### src/rtl/doa_pkg.sv
// Shared defaults, width derivation and FSM state type for the DoA peak search.
package doa_pkg;

  localparam int unsigned P_WIDTH_D   = 55;
  localparam int unsigned N_ANGLES_D  = 181;
  localparam int unsigned ANG_WIDTH_D = 8;
  localparam int unsigned LOG2_SNAP_D = 4;

  // Summing 2^log2_snap words of p bits needs exactly log2_snap extra bits.
  function automatic int unsigned acc_width(input int unsigned p, input int unsigned log2_snap);
    return p + log2_snap;
  endfunction

  typedef enum logic [1:0] {
    ST_IDLE,
    ST_ACCUM,
    ST_COMPARE,
    ST_DONE
  } state_t;

endpackage

### src/rtl/doa_pwr_accum.sv
// Per-angle snapshot accumulator with beat counter; flags the final beat of an angle.
module doa_pwr_accum
  import doa_pkg::*;
#(
  parameter int unsigned P_WIDTH   = P_WIDTH_D,
  parameter int unsigned LOG2_SNAP = LOG2_SNAP_D,
  parameter int unsigned ACC_WIDTH = acc_width(P_WIDTH, LOG2_SNAP)
) (
  input  logic                 clk,
  input  logic                 rst_n,
  input  logic                 i_clr,
  input  logic                 i_add,
  input  logic [P_WIDTH-1:0]   i_data,
  output logic [ACC_WIDTH-1:0] o_acc,
  output logic                 o_last_beat
);

  localparam int unsigned SNAP_W = (LOG2_SNAP > 0) ? LOG2_SNAP : 1;
  localparam logic [SNAP_W-1:0] SNAP_LAST = SNAP_W'((1 << LOG2_SNAP) - 1);

  logic [ACC_WIDTH-1:0] r_acc;
  logic [SNAP_W-1:0]    r_snap;

  always_ff @(posedge clk) begin
    if (!rst_n || i_clr) begin
      r_acc  <= '0;
      r_snap <= '0;
    end else if (i_add) begin
      r_acc  <= r_acc + ACC_WIDTH'(i_data);
      r_snap <= o_last_beat ? '0 : r_snap + 1'b1;
    end
  end

  assign o_acc       = r_acc;
  assign o_last_beat = (r_snap == SNAP_LAST);

endmodule

### src/rtl/doa_peak_search.sv
// Angle sweep controller: accumulates beam power per steering angle and reports the peak.
module doa_peak_search
  import doa_pkg::*;
#(
  parameter int unsigned P_WIDTH   = P_WIDTH_D,
  parameter int unsigned N_ANGLES  = N_ANGLES_D,
  parameter int unsigned ANG_WIDTH = ANG_WIDTH_D,
  parameter int unsigned LOG2_SNAP = LOG2_SNAP_D,
  parameter int unsigned ACC_WIDTH = acc_width(P_WIDTH, LOG2_SNAP)
) (
  input  logic                 clk,
  input  logic                 rst_n,
  input  logic                 start,
  input  logic [P_WIDTH-1:0]   pwr_data,
  input  logic                 pwr_valid,
  output logic                 pwr_ready,
  output logic [ANG_WIDTH-1:0] ang_idx,
  output logic                 busy,
  output logic                 peak_valid,
  output logic [ANG_WIDTH-1:0] peak_idx,
  output logic [ACC_WIDTH-1:0] peak_pwr
);

  localparam logic [ANG_WIDTH-1:0] ANG_LAST = ANG_WIDTH'(N_ANGLES - 1);

  state_t               r_state, w_state_nxt;
  logic [ANG_WIDTH-1:0] r_ang_idx, r_best_idx, r_peak_idx;
  logic [ACC_WIDTH-1:0] r_best_pwr, r_peak_pwr;
  logic [ACC_WIDTH-1:0] w_acc;
  logic                 w_last_beat, w_add, w_clr, w_take, w_last_ang;

  assign w_add      = (r_state == ST_ACCUM) && pwr_valid;
  assign w_clr      = ((r_state == ST_IDLE) && start) || (r_state == ST_COMPARE);
  assign w_last_ang = (r_ang_idx == ANG_LAST);
  assign w_take     = (r_ang_idx == '0) || (w_acc > r_best_pwr);

  doa_pwr_accum #(
    .P_WIDTH  (P_WIDTH),
    .LOG2_SNAP(LOG2_SNAP),
    .ACC_WIDTH(ACC_WIDTH)
  ) u_accum (
    .clk        (clk),
    .rst_n      (rst_n),
    .i_clr      (w_clr),
    .i_add      (w_add),
    .i_data     (pwr_data),
    .o_acc      (w_acc),
    .o_last_beat(w_last_beat)
  );

  always_ff @(posedge clk) begin
    if (!rst_n) r_state <= ST_IDLE;
    else        r_state <= w_state_nxt;
  end

  always_comb begin
    w_state_nxt = r_state;
    unique case (r_state)
      ST_IDLE:    if (start) w_state_nxt = ST_ACCUM;
      ST_ACCUM:   if (pwr_valid && w_last_beat) w_state_nxt = ST_COMPARE;
      ST_COMPARE: w_state_nxt = w_last_ang ? ST_DONE : ST_ACCUM;
      ST_DONE:    w_state_nxt = ST_IDLE;
      default:    w_state_nxt = ST_IDLE;
    endcase
  end

  // The final compare forwards its winner straight into the peak registers so
  // peak_idx/peak_pwr are already updated during the DONE pulse.
  always_ff @(posedge clk) begin
    if (!rst_n) begin
      r_ang_idx  <= '0;
      r_best_idx <= '0;
      r_best_pwr <= '0;
      r_peak_idx <= '0;
      r_peak_pwr <= '0;
    end else begin
      case (r_state)
        ST_IDLE: begin
          if (start) begin
            r_ang_idx  <= '0;
            r_best_idx <= '0;
            r_best_pwr <= '0;
          end
        end
        ST_COMPARE: begin
          if (w_take) begin
            r_best_pwr <= w_acc;
            r_best_idx <= r_ang_idx;
          end
          if (w_last_ang) begin
            r_peak_idx <= w_take ? r_ang_idx : r_best_idx;
            r_peak_pwr <= w_take ? w_acc : r_best_pwr;
          end else begin
            r_ang_idx <= r_ang_idx + 1'b1;
          end
        end
        default: ;
      endcase
    end
  end

  assign pwr_ready  = (r_state == ST_ACCUM);
  assign busy       = (r_state != ST_IDLE);
  assign peak_valid = (r_state == ST_DONE);
  assign ang_idx    = r_ang_idx;
  assign peak_idx   = r_peak_idx;
  assign peak_pwr   = r_peak_pwr;

endmodule

### config.mk
export PLATFORM = sky130hd
export DESIGN_NAME = doa_peak_search
export DESIGN_NICKNAME = d
export VERILOG_FILES = /design/src/rtl/doa_pkg.sv /design/src/rtl/doa_pwr_accum.sv /design/src/rtl/doa_peak_search.sv
export SDC_FILE = /design/constraint.sdc
export NUM_CORES = 1
export LEC_CHECK = 0
export CAP_MARGIN = 20
export CORE_ASPECT_RATIO = 0.8
export CORE_MARGIN = 3
export CORE_UTILIZATION = 50
export DETAILED_ROUTE_END_ITERATION = 8
export PLACE_DENSITY = 0.82
export SLEW_MARGIN = 15
export SYNTH_ARGS = -nofsm -noshare
export SYNTH_HDL_FRONTEND = slang
export SYNTH_SLANG_ARGS = --single-unit
### constraint.sdc
create_clock -name clk -period 3.5 [get_ports clk]
set_input_delay 0.7 -clock clk [delete_from_list [all_inputs] [get_ports clk]]
set_output_delay 0.7 -clock clk [all_outputs]
set_load 0.05 [all_outputs]
# ---- Word-level counts from Yosys, hierarchy flattened
# Index checks and enable logic that the tools add are counted.
dict set report totals {
  regBits 207
  out_inout_bits 78
  elab_cells 48
}
dict set report op_classes {
  addsub 3
  order_cmp 1
  eq_ne 8
  n_mux 13
  n_reduce_logical 15
}
# op n
set ops {}
lappend ops {{59-bit 2-to-1 mux} 2}
lappend ops {{59-bit case mux with 2 select lines} 1}
lappend ops {{59-bit by 55-bit adder with 59-bit output} 1}
lappend ops {{59-bit greater-than comparator} 1}
lappend ops {{8-bit case mux with 2 select lines} 2}
lappend ops {{8-bit 2-to-1 mux} 3}
lappend ops {{8-bit by 1-bit adder with 8-bit output (second input constant)} 1}
lappend ops {{8-bit equality test (second input constant)} 1}
lappend ops {{8-bit logical NOT} 1}
lappend ops {{2-bit case mux with 4 select lines} 1}
lappend ops {{2-bit 2-to-1 mux} 3}
lappend ops {{2-bit AND reduction} 3}
lappend ops {{4-bit by 1-bit adder with 4-bit output (second input constant)} 1}
lappend ops {{2-bit equality test (second input constant)} 2}
lappend ops {{4-bit equality test (second input constant)} 1}
lappend ops {{4-bit 2-to-1 mux} 1}
lappend ops {{2-bit != test (second input constant)} 2}
lappend ops {{2-bit nonzero test} 2}
lappend ops {{1-bit logical AND} 3}
lappend ops {{1-bit logical OR} 3}
lappend ops {{3-bit AND reduction} 1}
lappend ops {{2-bit by 1-bit equality test with 1-bit output (second input constant)} 1}
lappend ops {{2-bit logical NOT} 1}
lappend ops {{2-bit by 1-bit != test with 1-bit output (second input constant)} 1}
lappend ops {{1-bit logical NOT} 1}

# ---- Longest topological paths before layout
# Gate-level depths: netlist of the first run.
dict set report depth {
  word_depth 4
  depth_mapped 13
  ltp_nobuf 11
}

# ---- Modules after synthesis
# Synthesis of the first run repeated with hierarchy kept, for this count alone.
dict set report unflattened {
  cells_unflattened 1510
  hier_area_um2 12400.6
}
# module instances cells_per_inst area_each_um2
set modules_own_cells {}
lappend modules_own_cells {doa_peak_search 1 810 6911.6}
lappend modules_own_cells {doa_pwr_accum 1 700 5489.0}

# ---- Worst setup path after synthesis of the first run
# No wires, ideal clock.
dict set report synth_path {
  path_type {in2reg}
  from {in pwr_data[0]}
  to {reg u_accum.r_acc[30], in the netlist u_accum.o_acc[30]}
  setup_time_ps 122
  arrival_ps 3145
  required_time_ps 3378
  path_slack_ps 233
  path_stages 11
  cell_sequence {ha_1 -> fa_1 -> a21o_1 -> a221oi_4 -> nand3_1 -> a221o_1 -> a41oi_4 -> o21bai_4 -> a21oi_4 -> nor3_1 -> a221o_1}
}
dict set report synth_between {
  elab_chain_len 1
}
# element line_no
set synth_rtl {}
lappend synth_rtl {{start: declaration} doa_peak_search.sv:14} ;# input logic [P_WIDTH-1:0] pwr_data,
lappend synth_rtl {{59-bit by 55-bit adder with 59-bit output} doa_pwr_accum.sv:29} ;# r_acc <= r_acc + ACC_WIDTH'(i_data);
lappend synth_rtl {{end signal: assignment} doa_pwr_accum.sv:29}
lappend synth_rtl {{end: declaration} doa_pwr_accum.sv:21} ;# logic [ACC_WIDTH-1:0] r_acc;
# Every way passes these cells.
# A chain may end at the register's enable or synchronous reset.

# ---- Final worst setup path of the first run
dict set report layout_path {
  from {in pwr_data[0]}
  to {reg u_accum.r_acc[20], in the netlist u_accum.o_acc[20]}
}
# Same word-level chain as after synthesis.

==> results of run 1 <==
[cell type report]
| class | instances | area, um^2 |
|---|---|---|
| Inverter | 73 | 274 |
| Sequential cell | 207 | 4140 |
| Clock inverter | 7 | 77.6 |
| Tap cell | 318 | 398 |
| Multi-Input combinational cell | 1155 | 7660 |
| Timing Repair Buffer | 262 | 2390 |
| Fill cell | 2091 | 8830 |
| Clock buffer | 34 | 667 |
[worst max-delay path, cell delays in order]
cell                              delay, ns
sky130_fd_sc_hd__clkdlybuf4s50_1       0.41
sky130_fd_sc_hd__ha_1                  0.23
sky130_fd_sc_hd__fa_1                  0.40
sky130_fd_sc_hd__a21o_1                0.21
sky130_fd_sc_hd__a221oi_4              0.35
sky130_fd_sc_hd__a211oi_1              0.13
sky130_fd_sc_hd__a211o_2               0.37
sky130_fd_sc_hd__buf_4                 0.15
sky130_fd_sc_hd__a21o_1                0.16
sky130_fd_sc_hd__a21o_1                0.19
sky130_fd_sc_hd__a31oi_1               0.21
sky130_fd_sc_hd__xor2_1                0.18
sky130_fd_sc_hd__o21ai_1               0.07
[cell usage after synthesis, types with 22 or more instances]
| master | count |
|---|---|
| sky130_fd_sc_hd__a22o_1 | 66 |
| sky130_fd_sc_hd__inv_1 | 73 |
| sky130_fd_sc_hd__nand4_1 | 33 |
| sky130_fd_sc_hd__xnor2_1 | 22 |
| sky130_fd_sc_hd__buf_2 | 27 |
| sky130_fd_sc_hd__nor3_1 | 70 |
| sky130_fd_sc_hd__nand3_1 | 26 |
| sky130_fd_sc_hd__nor2_1 | 122 |
| sky130_fd_sc_hd__o21ai_0 | 101 |
| sky130_fd_sc_hd__a211oi_1 | 71 |
| sky130_fd_sc_hd__a21oi_1 | 117 |
| sky130_fd_sc_hd__xor2_1 | 29 |
| sky130_fd_sc_hd__dfxtp_1 | 207 |
| sky130_fd_sc_hd__ha_1 | 117 |
| sky130_fd_sc_hd__nand2_1 | 144 |
| sky130_fd_sc_hd__a21o_1 | 66 |
| sky130_fd_sc_hd__clkbuf_1 | 64 |
[registers in the layout, indices dropped and copies added, names as in the netlist]
register,count
ang_idx,8
peak_idx,8
peak_pwr,59
r_best_idx,8
r_best_pwr,59
r_state,2
u_accum.o_acc,59
u_accum.r_snap,4
[logic make-up after synthesis]
logic type / count (synthesis) / synth area share, %
compound gates: 524 / 28.4
fa+ha+maj: 118 / 11.9
simple gates: 455 / 16.7
flops: 207 / 33.2
mux: 7 / 0.562
buf+inv: 172 / 5.55
xor+xnor: 51 / 3.58
[per-stage QoR]
step	TNS, ns	hold slack [ns]
global route	0	0.493
finish	0	0.481
global placement	-6.23	0.446
detailed placement	-7.80	0.459
floorplan	0	0.432
CTS	0	0.475
[layer usage]
metal	routed length, um	GRT usage (%)	share of wire [%]
met5	13	0	0.034
met4	879	6.55	2.3
met3	3080	4.68	8.1
met2	16100	41.0	42
met1	18000	40.8	47
[repair_timing]
action / CTS / global route
gates resized for setup: 0 / 1
setup endpoints to repair: 0 / 7
setup buffers: 0 / 1
[worst paths after layout]
kind,from,endpoint,slack (ns),cells past startpoint
hold reg to reg,r_best_idx[3],r_best_idx[3],0.48,1
setup / recovery,pwr_data[0],u_accum.o_acc[20],0.13,13
setup reg to reg,u_accum.o_acc[32],peak_pwr[12],0.25,12
hold / removal,r_best_idx[3],r_best_idx[3],0.48,1
[power groups by stage]
stage	registers [mW]	clock network, mW	logic [mW]
2_1_floorplan	2.45	0	0.453
3_3_place_gp	2.46	0	0.772
3_5_place_dp	2.46	0	0.781
4_1_cts	2.41	2.45	0.789
5_1_grt	2.41	2.56	0.869
6_report	2.41	2.43	0.802
==> flow_summary.json, run 1 <==
{
  "dominantRegCellSynth": "sky130_fd_sc_hd__dfxtp_1",
  "wire_per_inst_um": 18.6,
  "timing.critical_path.fanout_max": 5,
  "synthCells": 1534,
  "core_area_um2": 24400,
  "finalCriticalPeriod_ns": 3.37,
  "async_set_or_reset_flop_fraction_in_the_synthesized_netlist_pct": 0,
  "detail_route.drc_violations": 0,
  "design_power_total_mw": 5.64,
  "final_min_period_over_clock_period_pct": 96.2,
  "avgViaCountPerCell": 5.98,
  "timing.final.max_slew_violations": 0,
  "buffer_ports.inserted": 136,
  "core_occupancy_in_the_finished_layout_pct": 63.9,
  "yosys_warnings": 0,
  "drt-total-wl_um": 38100,
  "critPathCaptureType": "flip-flop",
  "clock_path_buffers": 3,
  "boundaryPins": 137,
  "slew-limit-headroom_pct": 32.7,
  "worst_ir_drop_vdd_mv": 0.325,
  "gp_routability_congestion": 0.935,
  "dr.first_iter.drc_count": 1030,
  "drt-pass1-iter-count": 5,
  "clock.fmax_mhz": 297,
  "cts-buffers-inserted": 23,
  "antenna_cells": 0,
  "mostFrequentLayoutCell": "sky130_fd_sc_hd__dfxtp_1",
  "power.switching_fraction_pct": 26.9,
  "postLayoutSetupSlackWorst_ns": 0.133,
  "grt_start_max_net_pins": 94,
  "placed_area_um2": 14900,
  "layout_nets": 1899,
  "status": "finished, final reports clean",
  "h-tree-depth": 1,
  "tritoncts": "done",
  "post_synth_main_area_contributors": "sky130_fd_sc_hd__dfxtp_1 (33%), sky130_fd_sc_hd__ha_1 (12%), sky130_fd_sc_hd__a21oi_1 (4.7%)",
  "die-width_um": 183,
  "placedCellCount": 2014,
  "max_cap_viol_count": 0,
  "cts_sinks": 207,
  "worst_pin_slew_ns": 1.01,
  "drt.antenna.violating_nets": 0,
  "synth_enable_flop_cells": 0,
  "setup_slack_after_placement_ns": -0.429,
  "synthToLayoutAreaGrowth_pct": 25.2,
  "placementRows": 51,
  "worst-setup-path-type": "in2reg",
  "p_seq_share_pct": 42.7,
  "post-synth-top-area-fraction_pct": 33.2,
  "path_clk_slew_ns": 0.06,
  "grt_overflow": 0,
  "power_switching_mw": 1.52,
  "cp-start-kind": "primary input",
  "final_cell_count_no_fill": 2056,
  "place.detailed.hpwl_um": 28000,
  "grt.total_usage_pct": 27.3,
  "vias": 12300,
  "power.leakage_nw": 6.79,
  "die_h_um": 147,
  "cp.required_ns": 3.90,
  "area_of_the_mapped_netlist_um2": 12500,
  "synth_area_leader_cell": "sky130_fd_sc_hd__dfxtp_1",
  "synthDistinctLibCells": 74,
  "critical_path_arrival_ns": 3.77,
  "floorplan.initialDensity_pct": 51.0,
  "yosys_register_bits": 207,
  "root_buffer": "sky130_fd_sc_hd__clkbuf_16",
  "cellPowerDensity_nw_per_um2": 361,
  "report.final.setup_viol": 0,
  "syn-mean-instance-area_um2": 8.13,
  "clock_skew_ns": 0.0136,
  "mappedNetlistNets": 1711,
  "synth_sequential_area_ratio_pct": 33.2,
  "number_of_hold_violations_in_the_final_report": 0,
  "rsz0062_at_grt": "no",
  "mostFrequentLayoutCells": "sky130_fd_sc_hd__dfxtp_1 (207), sky130_fd_sc_hd__nand2_1 (144), sky130_fd_sc_hd__clkdlybuf4s50_1 (135), sky130_fd_sc_hd__nor2_1 (122), sky130_fd_sc_hd__buf_4 (119)",
  "fp.dieArea_um2": 26900,
  "relative_contribution_of_combinational_cells_to_total_power_pct": 14.2,
  "global_route_wire_length_before_repair_um": 60800,
  "clock_power_share_pct": 43.1,
  "antenna_violations_before_repair": 1,
  "cellInternalPower_mw": 4.12,
  "worst_skew_pair.late_latency_ns": 0.53,
  "layout-drive-gt1-share_pct": 10.6,
  "ctsHoldBuffers": 0,
  "hp-class": "reg2reg",
  "final_standard_cell_area_without_fillers_um2": 15600,
  "first_global_vias": 11600
}
(Power assumes the default switching activity.)
==> run 2: changes to the inputs <==
--- a/config.mk
+++ b/config.mk
@@ -8,9 +8,10 @@
 export CAP_MARGIN = 20
 export CORE_ASPECT_RATIO = 0.8
 export CORE_MARGIN = 3
-export CORE_UTILIZATION = 50
+export CORE_UTILIZATION = 35
+export CTS_CLUSTER_DIAMETER = 150
 export DETAILED_ROUTE_END_ITERATION = 8
-export PLACE_DENSITY = 0.82
+export PLACE_DENSITY = 0.64
 export SLEW_MARGIN = 15
 export SYNTH_ARGS = -nofsm -noshare
 export SYNTH_HDL_FRONTEND = slang
==> run 2 against run 1 <==
Sequential share of layout area down 0.42 points. Sequential power about the same. Sequential cell count unchanged. Die area up 41%. Routed wire length up 5.5%. Highest routed layer is now met4. Global-route usage down 6.7 points. Critical endpoint is now u_accum.o_acc[30]. Power up 0.89%. Cell area up 1.6%. Count of clock-buffer cells in the layout down 5.
==> flow_summary.json, run 2 (same netlist as run 1, synthesis figures left out) <==
{
  "place.detailed.hpwl_um": 30200,
  "hold_path_depth": 1,
  "die_h_um": 175,
  "cts_sinks": 207,
  "critical_path.cell_chain": "clkdlybuf4s50_1 > ha_1 > fa_1 > a21o_1 > a221oi_4 > nand3_1 > a221o_1 > a41oi_4 > o21bai_4 > a21oi_4 > nor3_1 > a221o_1",
  "grt_start_max_net_pins": 68,
  "avgViaCountPerCell": 5.45,
  "mostFrequentLayoutCells": "sky130_fd_sc_hd__dfxtp_1 (207), sky130_fd_sc_hd__nand2_1 (144), sky130_fd_sc_hd__clkdlybuf4s50_1 (135), sky130_fd_sc_hd__nor2_1 (122), sky130_fd_sc_hd__buf_4 (122)",
  "fp.dieArea_um2": 38000,
  "drt.antenna.violating_nets": 0,
  "final_tns_setup_ns": 0,
  "mostFrequentLayoutCell": "sky130_fd_sc_hd__dfxtp_1",
  "worst_pin_slew_ns": 0.633,
  "cp-start-kind": "primary input",
  "rsz0062_at_grt": "no",
  "design_power_total_mw": 5.69,
  "clock_skew_ns": 0.0206,
  "layout-drive-gt1-share_pct": 11.1,
  "path_clk_slew_ns": 0.06,
  "slew-limit-headroom_pct": 57.8,
  "final.fill_count": 3479,
  "final_hold_slack_ns": 0.472,
  "timing.critical_path.fanout_max": 6,
  "slowest_delay_ns": 0.42,
  "root_buffer": "sky130_fd_sc_hd__clkbuf_16",
  "critPathMostFrequentCell": "sky130_fd_sc_hd__a221o_1",
  "synthToLayoutAreaGrowth_pct": 27.2,
  "floorplan.initialDensity_pct": 35.7,
  "dr.first_iter.drc_count": 810,
  "worst_skew_pair.late_latency_ns": 0.55,
  "status": "finished, final reports clean",
  "ctsHoldBuffers": 0,
  "grt.total_usage_pct": 20.6,
  "clock_path_buffers": 3,
  "cts_setup_buffers": 0,
  "reg2regPathDepth": 13,
  "power.leakage_nw": 6.82,
  "antenna_cells": 0,
  "wire_per_inst_um": 18.2,
  "hp-class": "reg2reg",
  "global_route_wire_length_before_repair_um": 63900,
  "number_of_hold_violations_in_the_final_report": 0,
  "worst-setup-path-type": "in2reg",
  "vias": 12100,
  "cts_resized": 0,
  "core_area_um2": 35000,
  "boundaryPins": 137,
  "final_min_period_over_clock_period_pct": 96.2,
  "h-tree-depth": 1,
  "cts-buffers-inserted": 24,
  "cp.required_ns": 3.92,
  "layout_nets": 1904,
  "finalCriticalPeriod_ns": 3.37,
  "critical_path.slowest_cell": "sky130_fd_sc_hd__clkdlybuf4s50_1",
  "timing.final.max_slew_violations": 0,
  "antenna_violations_before_repair": 0,
  "clock.fmax_mhz": 297,
  "drt-pass1-iter-count": 5,
  "critical_path_arrival_ns": 3.78,
  "buffer_ports.inserted": 136,
  "placementRows": 61,
  "report.final.setup_viol": 0,
  "cellPowerDensity_nw_per_um2": 359,
  "first_global_vias": 11500,
  "worst_ir_drop_vdd_mv": 0.310,
  "gp_routability_congestion": 0.931,
  "die-width_um": 217,
  "drt-total-wl_um": 40200,
  "critPathCaptureType": "flip-flop",
  "max_cap_viol_count": 0,
  "tritoncts": "done",
  "detail_route.drc_violations": 0,
  "grt_overflow": 0
}
==> run 2: cell types whose count changed in the layout (fill, tap and decap cells not counted) <==
cell,before,now
sky130_fd_sc_hd__o21ai_2,2,1
sky130_fd_sc_hd__clkinv_2,4,6
sky130_fd_sc_hd__o21ai_1,19,20
sky130_fd_sc_hd__clkinv_4,0,1
sky130_fd_sc_hd__clkinv_8,0,1
sky130_fd_sc_hd__inv_16,1,0
sky130_fd_sc_hd__a22oi_1,3,2
sky130_fd_sc_hd__buf_4,119,122
sky130_fd_sc_hd__clkinvlp_4,1,5
sky130_fd_sc_hd__clkbuf_8,5,2
sky130_fd_sc_hd__clkbuf_1,6,3
sky130_fd_sc_hd__buf_12,7,8
sky130_fd_sc_hd__clkbuf_16,23,24
sky130_fd_sc_hd__a22oi_2,0,1
==> run 2: final cells by class <==
class / instances / area (um^2) / area share (%)
clock buffers: 29 / 639 / 4.03
clock inverters: 14 / 123 / 0.773
inverters: 73 / 274 / 1.73
multi-input cells: 1155 / 7660 / 48.3
flip-flops and latches: 207 / 4140 / 26.1
well taps: 472 / 591 / 3.72
repair buffers: 266 / 2430 / 15.3
==> run 2: final timing paths <==
check	start	end	slack [ns]
max	pwr_data[0]	u_accum.o_acc[30]	0.13
min	r_best_idx[3]	r_best_idx[3]	0.47
max reg2reg	r_best_pwr[44]	peak_pwr[26]	0.29
min reg2reg	r_best_idx[3]	r_best_idx[3]	0.47
==> run 2: through the flow <==
| step | area [um^2] | util (%) | std cells | setup WS [ns] |
|---|---|---|---|---|
| after floorplan | 12500 | - | 1534 | 0.233 |
| after global placement | 15100 | 43.2 | 2173 | -0.318 |
| after detailed placement | 15100 | 43.2 | 2173 | -0.411 |
| after CTS | 15900 | 45.4 | 2216 | 0.155 |
| after global routing | 15900 | 45.4 | 2216 | 0.0244 |
| final | 15900 | 45.4 | 2216 | 0.134 |
==> run 2: per-layer routing <==
layer	global-route usage, %	part of all wire [%]	vias up
met2	31.1	42	336
met3	2.89	5.0	59
met5	0	0	-
met4	4.24	2.1	0
li1	-	-	5984
met1	31.2	51	5706
==> run 2: critical path, delay by kind of cell <==
| kind | cells | cell delay, ns |
|---|---|---|
| AOI/OAI and AO/OA | 7 | 1.85 |
| adders and majority gates | 2 | 0.63 |
| buffers and inverters | 1 | 0.42 |
| and+or+nand+nor | 2 | 0.19 |
==> run 2: power breakdown <==
group          switching, mW  internal (mW)  total [mW]
Sequential            0.0261           2.38        2.40
Combinational          0.474          0.355       0.830
Clock                   1.08           1.38        2.46
==> run 3: changes to the inputs <==
--- a/config.mk
+++ b/config.mk
@@ -6,7 +6,6 @@
 export NUM_CORES = 1
 export LEC_CHECK = 0
 export CAP_MARGIN = 20
-export CORE_ASPECT_RATIO = 0.8
 export CORE_MARGIN = 3
 export CORE_UTILIZATION = 35
 export CTS_CLUSTER_DIAMETER = 150
==> run 3 against run 2 <==
Sequential cell count unchanged. Die area is essentially flat. Clock power rose by 4%. Utilization grew 0.36 points. Non-clock buffer count up 5. Largest power group unchanged. Sequential power about the same. Worst setup slack better by 0.016 ns. Critical path depth up 1. Register-to-register slack better by 0.06 ns.
==> flow_summary.json, run 3 (same netlist as run 1, synthesis figures left out) <==
{
  "number_of_hold_violations_in_the_final_report": 0,
  "root_buffer": "sky130_fd_sc_hd__clkbuf_16",
  "setup_slack_after_placement_ns": -0.445,
  "final_tns_setup_ns": 0,
  "die-width_um": 195,
  "slew-limit-headroom_pct": 52.1,
  "antenna_violations_before_repair": 0,
  "final_standard_cell_area_without_fillers_um2": 15900,
  "whs_endpoint": "r_best_idx[4]",
  "hold_path_depth": 1,
  "synthToLayoutAreaGrowth_pct": 27.6,
  "clock_skew_ns": 0.0200,
  "detail_route.drc_violations": 0,
  "antenna_cells": 0,
  "clock_power_share_pct": 44.2,
  "r2r_end": "r_best_pwr[27]",
  "worst_skew_pair.late_latency_ns": 0.54,
  "gp_routability_congestion": 0.906,
  "rsz0062_at_grt": "no",
  "wire_per_inst_um": 17.7,
  "design_power_total_mw": 5.78,
  "cts_sinks": 207,
  "cp-start-kind": "primary input",
  "cellPowerDensity_nw_per_um2": 363,
  "place.detailed.hpwl_um": 29000,
  "hp-class": "reg2reg",
  "cts-buffers-inserted": 25,
  "path_clk_slew_ns": 0.07,
  "holdCritStartpoint": "r_best_idx[4]",
  "final.fill_count": 3436,
  "critPathCaptureType": "flip-flop",
  "floorplan.initialDensity_pct": 35.8,
  "global_route_wire_length_before_repair_um": 62700,
  "cp.required_ns": 3.92,
  "drt-pass1-iter-count": 5,
  "drt-total-wl_um": 39000,
  "placementRows": 68,
  "status": "finished, final reports clean",
  "dr.first_iter.drc_count": 797,
  "worst-setup-path-type": "in2reg",
  "fp.dieArea_um2": 37900,
  "power.leakage_nw": 6.88,
  "p_seq_share_pct": 41.5,
  "first_global_vias": 11700,
  "boundaryPins": 137,
  "cellInternalPower_mw": 4.21,
  "mostFrequentLayoutCell": "sky130_fd_sc_hd__dfxtp_1",
  "die_h_um": 195,
  "avgViaCountPerCell": 5.47,
  "timing.final.max_slew_violations": 0,
  "power_switching_mw": 1.57,
  "worst_ir_drop_vdd_mv": 0.328,
  "layout_nets": 1910,
  "critical_path_arrival_ns": 3.77,
  "tritoncts": "done",
  "rrSetupSlack_ns": 0.35,
  "grt_start_max_net_pins": 65,
  "buffer_ports.inserted": 136,
  "final_min_period_over_clock_period_pct": 95.7,
  "finalCriticalPeriod_ns": 3.35,
  "clock.fmax_mhz": 299,
  "postLayoutSetupSlackWorst_ns": 0.151,
  "power.switching_fraction_pct": 27.2,
  "reg2regPathDepth": 13,
  "core_area_um2": 34800,
  "grt_overflow": 0,
  "h-tree-depth": 1,
  "worst_pin_slew_ns": 0.719,
  "relative_contribution_of_combinational_cells_to_total_power_pct": 14.2,
  "ctsHoldBuffers": 0,
  "timing.critical_path.fanout_max": 6,
  "clock_path_buffers": 3,
  "drt.antenna.violating_nets": 0,
  "mostFrequentLayoutCells": "sky130_fd_sc_hd__dfxtp_1 (207), sky130_fd_sc_hd__nand2_1 (144), sky130_fd_sc_hd__clkdlybuf4s50_1 (135), sky130_fd_sc_hd__buf_4 (127), sky130_fd_sc_hd__nor2_1 (122)",
  "vias": 12100,
  "report.final.setup_viol": 0,
  "layout-drive-gt1-share_pct": 11.4,
  "grt.total_usage_pct": 19.9,
  "placed_area_um2": 15100,
  "max_cap_viol_count": 0,
  "launching_point_of_the_worst_reg2reg_path": "r_best_pwr[58]"
}
## run 3: metrics by stage
stage | cells | hold slack [ns] | utilization (%)
global placement | 2160 | 0.447 | 43.4
finish | 2207 | 0.476 | 45.8
detailed placement | 2160 | 0.460 | 43.4
floorplan | 1534 | 0.432 | -
global route | 2207 | 0.503 | 45.8
CTS | 2206 | 0.474 | 45.7
## run 3: area by class of cell
| type | count | area [um^2] | area share [%] |
|---|---|---|---|
| Timing Repair Buffer | 271 | 2460 | 15.5 |
| Clock inverter | 12 | 101 | 0.637 |
| Multi-Input combinational cell | 1155 | 7670 | 48.2 |
| Clock buffer | 34 | 699 | 4.39 |
| Tap cell | 455 | 569 | 3.58 |
| Inverter | 73 | 274 | 1.72 |
| Sequential cell | 207 | 4140 | 26.0 |
## run 3: critical path, stage by stage
cell                              delay (ns)
sky130_fd_sc_hd__clkdlybuf4s50_1        0.41
sky130_fd_sc_hd__ha_1                   0.23
sky130_fd_sc_hd__fa_1                   0.39
sky130_fd_sc_hd__a21o_1                 0.21
sky130_fd_sc_hd__a221oi_4               0.34
sky130_fd_sc_hd__nand3_1                0.12
sky130_fd_sc_hd__a221o_1                0.42
sky130_fd_sc_hd__a41oi_4                0.20
sky130_fd_sc_hd__buf_12                 0.15
sky130_fd_sc_hd__o21bai_4               0.06
sky130_fd_sc_hd__a21oi_4                0.18
sky130_fd_sc_hd__nor3_1                 0.07
sky130_fd_sc_hd__a221o_1                0.28
## run 3: repair_timing
item / in CTS / in global routing
setup buffers: 0 / 1
hold endpoints to repair: 0 / 0
resized for setup: 0 / 3
setup endpoints to repair: 0 / 13
## run 3: how the worst max path moves through the flow
stage	from	to	slack [ns]
after floorplan	pwr_data[0]	u_accum.o_acc[30]	0.23
after global placement	pwr_data[0]	u_accum.o_acc[48]	-0.40
after detailed placement	pwr_data[0]	u_accum.o_acc[30]	-0.44
after CTS	pwr_data[0]	u_accum.o_acc[30]	0.12
after global routing	pwr_data[0]	u_accum.o_acc[48]	0.04
final	pwr_data[0]	u_accum.o_acc[30]	0.15
## run 3: per-layer routing
layer  up-vias  routed length (um)  GRT usage (%)
met1      5739               18600           27.4
met4         0                 848           4.33
met5         -                   0              0
li1       6000                   -              -
met2       287               17700           33.3
met3        51                1830           2.84
## run 3: power groups by stage
stage	combinational, mW	clock (mW)	sequential, mW
floorplan	0.453	0	2.45
detailed placement	0.815	0	2.45
finish	0.824	2.56	2.40
CTS	0.821	2.61	2.40
global placement	0.807	0	2.45
global route	0.905	2.70	2.40
